File: config.mk
export PLATFORM = sky130hd
export DESIGN_NAME = rv32_exec_alu
export DESIGN_NICKNAME = d
export VERILOG_FILES = /design/src/rtl/rv32_exec_alu.sv
export SDC_FILE = /design/constraint.sdc
export NUM_CORES = 1
export LEC_CHECK = 0
export CAP_MARGIN = 5
export CORE_MARGIN = 8
export CORE_UTILIZATION = 40
export DETAILED_ROUTE_END_ITERATION = 10
export GPL_TIMING_DRIVEN = 0
export PLACE_DENSITY = 0.66
export SLEW_MARGIN = 20
export SYNTH_ARGS = -nofsm -noshare
export SYNTH_HDL_FRONTEND = slang
export SYNTH_SLANG_ARGS = --single-unit
File: constraint.sdc
create_clock -name vclk -period 9.2
set_input_delay 2.3 -clock vclk [all_inputs]
set_output_delay 2.3 -clock vclk [all_outputs]
set_load 0.05 [all_outputs]
File: src/rtl/rv32_exec_alu.sv
// Integer execute-stage ALU for the rv32 pipeline: RV32I arithmetic/logic/shift/SLT, address add, branch compare.
// Define ALU_OUT_REG_EN to register alu_result/zero/overflow (1-cycle latency); otherwise purely combinational.
module rv32_exec_alu (
  input  logic        clk,
  input  logic        rst_n,
  input  logic [2:0]  func3,
  input  logic        alt,
  input  logic        force_add,
  input  logic        branch,
  input  logic [31:0] alu_a,
  input  logic [31:0] alu_b,
  output logic [31:0] alu_result,
  output logic        zero,
  output logic        overflow
);

  localparam int unsigned XLEN = 32;
  localparam int unsigned SHW  = 5;

  logic [XLEN-1:0] sum_c;
  logic [XLEN-1:0] diff_c;
  logic            add_ovf_c;
  logic            sub_ovf_c;
  logic            lt_s_c;
  logic            lt_u_c;
  logic [SHW-1:0]  shamt_c;
  logic [XLEN-1:0] result_c;
  logic            zero_c;
  logic            ovf_c;

  // Shared adder/subtractor and comparators feed both normal and branch modes.
  assign sum_c     = alu_a + alu_b;
  assign diff_c    = alu_a - alu_b;
  assign add_ovf_c = (alu_a[XLEN-1] == alu_b[XLEN-1]) && (sum_c[XLEN-1]  != alu_a[XLEN-1]);
  assign sub_ovf_c = (alu_a[XLEN-1] != alu_b[XLEN-1]) && (diff_c[XLEN-1] != alu_a[XLEN-1]);
  assign lt_s_c    = $signed(alu_a) < $signed(alu_b);
  assign lt_u_c    = alu_a < alu_b;
  assign shamt_c   = alu_b[SHW-1:0];

  always_comb begin
    result_c = '0;
    zero_c   = 1'b0;
    ovf_c    = 1'b0;
    if (branch) begin
      // Compare outcome lands in bit 31 (and overflow) so LT/GE/LTU/GEU decode cheaply downstream.
      zero_c = (alu_a == alu_b);
      case (func3)
        3'b100, 3'b101: begin
          result_c = {lt_s_c, {(XLEN-1){1'b0}}};
          ovf_c    = lt_s_c;
        end
        3'b110, 3'b111: begin
          result_c = {lt_u_c, {(XLEN-1){1'b0}}};
          ovf_c    = lt_u_c;
        end
        default: result_c = diff_c;
      endcase
    end else begin
      if (force_add) begin
        result_c = sum_c;
        ovf_c    = add_ovf_c;
      end else begin
        case (func3)
          3'b000: begin
            result_c = alt ? diff_c : sum_c;
            ovf_c    = alt ? sub_ovf_c : add_ovf_c;
          end
          3'b001:  result_c = alu_a << shamt_c;
          3'b010:  result_c = {{(XLEN-1){1'b0}}, lt_s_c};
          3'b011:  result_c = {{(XLEN-1){1'b0}}, lt_u_c};
          3'b100:  result_c = alu_a ^ alu_b;
          3'b101:  result_c = alt ? XLEN'($signed(alu_a) >>> shamt_c) : (alu_a >> shamt_c);
          3'b110:  result_c = alu_a | alu_b;
          default: result_c = alu_a & alu_b;
        endcase
      end
      zero_c = (result_c == '0);
    end
  end

`ifdef ALU_OUT_REG_EN
  // Output stage; reset clears any in-flight result.
  always_ff @(posedge clk or negedge rst_n) begin
    if (!rst_n) begin
      alu_result <= '0;
      zero       <= 1'b0;
      overflow   <= 1'b0;
    end else begin
      alu_result <= result_c;
      zero       <= zero_c;
      overflow   <= ovf_c;
    end
  end
`else
  logic unused_clk_rst;
  assign unused_clk_rst = &{1'b0, clk, rst_n};

  assign alu_result = result_c;
  assign zero       = zero_c;
  assign overflow   = ovf_c;
`endif

endmodule

Word-level counts from Yosys, hierarchy flattened --
Cells that the tools add are included.
Operators by class: bitwise operators 3, multiplexer cells 13, add/sub/neg operators 2, shifts and indexed selects 3, reduce and logical (&&, ||, !) cells 6, equal/unequal tests 12, order comparisons 2
Operator list (count):
- $pmux W32 S7 | 1
- $mux W32 | 5
- $lt A32 B32 Y1 | 2
- $pmux W32 S2 | 1
- $add A32 B32 Y32 | 1
- $and A32 B32 Y32 | 1
- $eq A32 B32 Y1 | 1
- $logic_not A32 Y1 | 1
- $or A32 B32 Y32 | 1
- $shl A32 B5 Y32 | 1
- $shr A32 B5 Y32 | 1
- $sshr A32 B5 Y32 | 1
- $sub A32 B32 Y32 | 1
- $xor A32 B32 Y32 | 1
- $eq A3 B3 Y1 const B | 4
- $eq A3 B2 Y1 const B | 2
- $mux W1 | 5
- $reduce_or A2 Y1 | 2
- $eq A3 B1 Y1 const B | 1
- $logic_not A3 Y1 | 1
- $ne A1 B1 Y1 | 3
- $logic_and A1 B1 Y1 | 2
- $pmux W1 S2 | 1
- $eq A1 B1 Y1 | 1
Storage, ports and cells: word-level logic and storage cells 41, register bits 0, output and inout bits 34

Longest topological paths before layout --
word-level depth 7, depth in mapped cells 19

Worst setup path after synthesis --
Ideal clock, no wire load.
kind input -> output, start in alu_b[2], end out alu_result[31], data required time 6.900 ns, data arrival time 6.523 ns, buffers on the path 5, stages on the path 18, setup slack 0.377 ns, cells stage by stage buf_2 -> buf_4 -> buf_4 -> clkinv_1 -> clkbuf_1 -> ha_1 -> buf_2 -> nor2_1 -> a2111o_1 -> and3_1 -> o21ai_2 -> a21oi_1 -> a221oi_1 -> xor2_1 -> nand2_1 -> o211ai_1 -> nand2_1 -> o221ai_1
On the way: word-level cells in the longest chain between the ends 6, elaborated cells between the ends (all ways) 14, those cells by class add/sub (2); order compare (2); shift (3); mux (7)
RTL lines:
- start: declaration | RTL line 11 | input logic [31:0] alu_b,
- $add A32 B32 Y32 (tied with other cells) | RTL line 32 | assign sum_c = alu_a + alu_b;
- $mux W32, on equally long branches | RTL line 65, 72
- $pmux W32 S7 | RTL line 63 | case (func3)
- $mux W32 | RTL line 59 | if (force_add) begin
- $mux W32 | RTL line 44 | if (branch) begin
- $mux W32 * | RTL line 44
- end: declaration | RTL line 12 | output logic [31:0] alu_result,
Mark *: on every way between the ends. The rest lies on a longest branch, timed or not. The select of a mux whose other input is x is not followed.

Final worst setup path --
start in alu_a[22], end out zero
On the way: word-level cells in the longest chain between the ends 7, elaborated cells between the ends (all ways) 18, those cells by class add/sub (2); order compare (2); eq/ne (1); shift (3); mux (6); bitwise (3); reduce/logical (1)
RTL lines:
- start: declaration | RTL line 10 | input logic [31:0] alu_a,
- $add A32 B32 Y32 (tied with other cells) | RTL line 32
- $mux W32, on equally long branches | RTL line 65, 72
- $pmux W32 S7 | RTL line 63
- $mux W32 | RTL line 59
- $mux W32 | RTL line 44
- $logic_not A32 Y1 | RTL line 77 | zero_c = (result_c == '0);
- $mux W1 * | RTL line 44
- end: declaration | RTL line 13 | output logic zero,
Marks and branches as above.

==> metrics <==
run status=finished, violations left; violated checks=setup timing; Setup TNS=-0.05032 ns; initial cell density of the core=0.4061; Post-Synthesis Net Count=1878; Netlist Area Pre-Place=about 12000 um2; number of port buffers=around 100; post-route clock period utilization=1.005; overflow left after global routing=0; Post-CTS Hold Fix Bufs=0; Clock buffer cells=0; fraction of the yosys area taken by sequential cells=0; final standard cell utilization of the core=0.4903; combined global-route utilization of all metal layers=0.4218; largest stage delay on the critical path=between 0.9 and 1 ns; Max-Cap Viols=0; final setup violating endpoints=1; synthesized instance count=around 1700; list of cells traversed by the critical path=clkdlybuf4s50_1 -> inv_1 -> ha_1 -> clkbuf_1 -> o31ai_1 -> nand3_1 -> a31oi_1 -> a21oi_4 -> mux2i_1 -> nand3_1 -> a2111oi_1 -> and4_1 -> nand4b_1 -> nand2_2 -> buf_8; smallest hold slack=between 5 and 6 ns; Antenna Nets Post-Route=0; average footprint of a synthesized cell=6.809 um2; FF/Latch Area=0 um2; Critical path origin=alu_a[22]; Net count, final=2001; hold violation count in the final report=0; DP Worst Slack=-2.520 ns; residual DRC count=0; die height=around 190 um; detailed-routing iteration count for the pre-antenna-repair pass=6; critical path fanouts, max=11; mean routed wirelength per cell=approximately 36 um; CP most frequent cell=sky130_fd_sc_hd__nand3_1; slowest library cell on the worst path=sky130_fd_sc_hd__clkdlybuf4s50_1; maximum number of pins on one net before global-route repair=13; antenna diode count=0; Static Leakage=between 5 and 6 nW; count of flip-flops and latches=0; area of the core=~29000 um2; actual slew at the worst max-slew pin=about 1.1 ns; Post-DP HPWL=slightly above 60000 um; share of post-route cells with drive strength above 1=0.1614; Data required, critical path=6.90 ns; Power Density=slightly above 80 nW/um2; remaining max-slew budget at the tightest pin=0.2639; Core Rows=between 60 and 70; least setup slack across all paths after layout=-0.05032 ns; critical setup path kind=in -> out; Highest Clock Rate=roughly 110 MHz; Vias per Instance=about 7.5; via count of the routed design=16680; nature of the critical path startpoint=input pin; global-route wire length before repair=approximately 110000 um; Die Outline Area=between 30000 and 40000 um2; via count of the first global-routing pass=approximately 15000; Worst IR Drop VDD=0.00005904 V; number of antenna violations at the first check in global routing=1; crit path DAT=between 6 and 7 ns; Critical Path End Type=primary output; boundary pin count=106; Max Transition Viols Final=0; Yosys Warn Count=0; count of unique library cells instantiated by Yosys=92; RePlAce Congestion=around 1.1; Syn-to-layout area delta=20.75%; total routed wirelength=slightly below 80000 um; Hold Crit Start=branch; post-layout min period=about 9.3 ns; initial DRC count=2770; floorplan die width=186.5 um; hold crit path type=in -> out
## repair_timing
item,4_1_cts,5_1_grt
pin swaps,8,18
gates cloned,0,0
setup endpoints to repair,33,22
endpoints found under the hold margin,0,0
gates resized for setup,135,127
buffers inserted,4,21
## layout by cell type, fill, tap and decap left out, types with 11 or more instances in the layout
cell type                         synthesis  routed
sky130_fd_sc_hd__a211oi_1                33      28
sky130_fd_sc_hd__a21oi_1                142     129
sky130_fd_sc_hd__a22o_1                  20      19
sky130_fd_sc_hd__a22oi_1                 16      16
sky130_fd_sc_hd__a31oi_1                 23      22
sky130_fd_sc_hd__and2_1                  14      14
sky130_fd_sc_hd__and3_1                  13      12
sky130_fd_sc_hd__buf_1                   21      12
sky130_fd_sc_hd__buf_2                   30      31
sky130_fd_sc_hd__buf_4                    5      31
sky130_fd_sc_hd__clkbuf_1               101      61
sky130_fd_sc_hd__clkbuf_2                 0      30
sky130_fd_sc_hd__clkdlybuf4s50_1          0      75
sky130_fd_sc_hd__dlygate4sd2_1            0      11
sky130_fd_sc_hd__ha_1                    97      94
sky130_fd_sc_hd__inv_1                   94      93
sky130_fd_sc_hd__mux2_2                  26      26
sky130_fd_sc_hd__mux2i_1                 67      64
sky130_fd_sc_hd__mux4_2                  46      46
sky130_fd_sc_hd__nand2_1                169     168
sky130_fd_sc_hd__nand2b_1                22      22
sky130_fd_sc_hd__nand3_1                 45      45
sky130_fd_sc_hd__nand4_1                 18      18
sky130_fd_sc_hd__nor2_1                 132     131
sky130_fd_sc_hd__nor2b_1                 18      18
sky130_fd_sc_hd__nor3_1                  52      45
sky130_fd_sc_hd__o211ai_1                24      24
sky130_fd_sc_hd__o21a_1                  13      13
sky130_fd_sc_hd__o21ai_0                 90      82
sky130_fd_sc_hd__o21bai_1                12      12
sky130_fd_sc_hd__o221ai_1                15      15
sky130_fd_sc_hd__o22ai_1                 39      39
sky130_fd_sc_hd__o31ai_1                 27      19
sky130_fd_sc_hd__or3_1                   11      11
sky130_fd_sc_hd__xnor2_1                 44      43
sky130_fd_sc_hd__xor2_1                  11      11
## where the power goes
group,internal (W),leakage [nW],switching (W)
registers,0,0,0
logic,0.000386,5.56,0.000773
clock network,0,0,0
## final cells by class
class,instances,area [um2]
Buffer,156,847.1
Multi-Input combinational cell,1447,11100
Fill cell,2927,14590
Tap cell,384,480.5
Inverter,99,399.1
Timing Repair Buffer,126,1207
## synthesized netlist by cell type, drive strengths merged, types with 25 or more instances
cell type	instances	area [um2]
a211oi	33	247.7
a21oi	142	710.7
buf	60	311.6
clkbuf	101	379.1
ha	97	1214
inv	95	356.6
mux2	27	307.8
mux2i	68	684.4
mux4	46	1036
nand2	169	634.4
nand3	45	225.2
nor2	132	495.5
nor3	52	260.3
o211ai	25	192.7
o21ai	92	464.2
o22ai	39	244.0
o31ai	27	202.7
xnor2	44	385.4
## stage by stage
stage / std cells / cell area [um2] / total power (W)
final: 2212 / 14040 / 0.001159
after global routing: 2212 / 14040 / 0.001184
after CTS: 2195 / 13470 / 0.001053
after detailed placement: 2192 / 13130 / 0.001027
after global placement: 2192 / 13120 / 0.001029
after floorplan: 1707 / 11620 / 0.0006478
## critical path, delay by kind of cell
kind	cells	cell delay [ns]
buffers and inverters	4	1.92
AND/OR/NAND/NOR	5	0.98
AO/OA/AOI/OAI	4	0.93
adder cells (fa/ha/maj)	1	0.52
multiplexers	1	0.27
## logic make-up after synthesis
| group | count (synthesis) | synth area share |
|---|---|---|
| AOI/OAI and AO/OA | 611 | 0.3626 |
| and+or+nand+nor | 541 | 0.2222 |
| buffers and inverters | 260 | 0.09139 |
| muxes | 141 | 0.1745 |
| adders and majority gates | 99 | 0.1079 |
| xor gates and xnor gates | 55 | 0.04144 |
## final timing paths
path / to / slack [ns] / cells past startpoint
max: zero / -0.05 / 15
min: alu_result[15] / 5.61 / 4
## metal layers
metal  wire, um  vias up  GRT usage
met5          0        -   0.001420
met4       6563        0     0.2682
met3      11940      398     0.1445
met2      30900     1647     0.5977
met1      29470     7917     0.5370
li1           -     6718          -
Power figures use the tool's default switching activity.
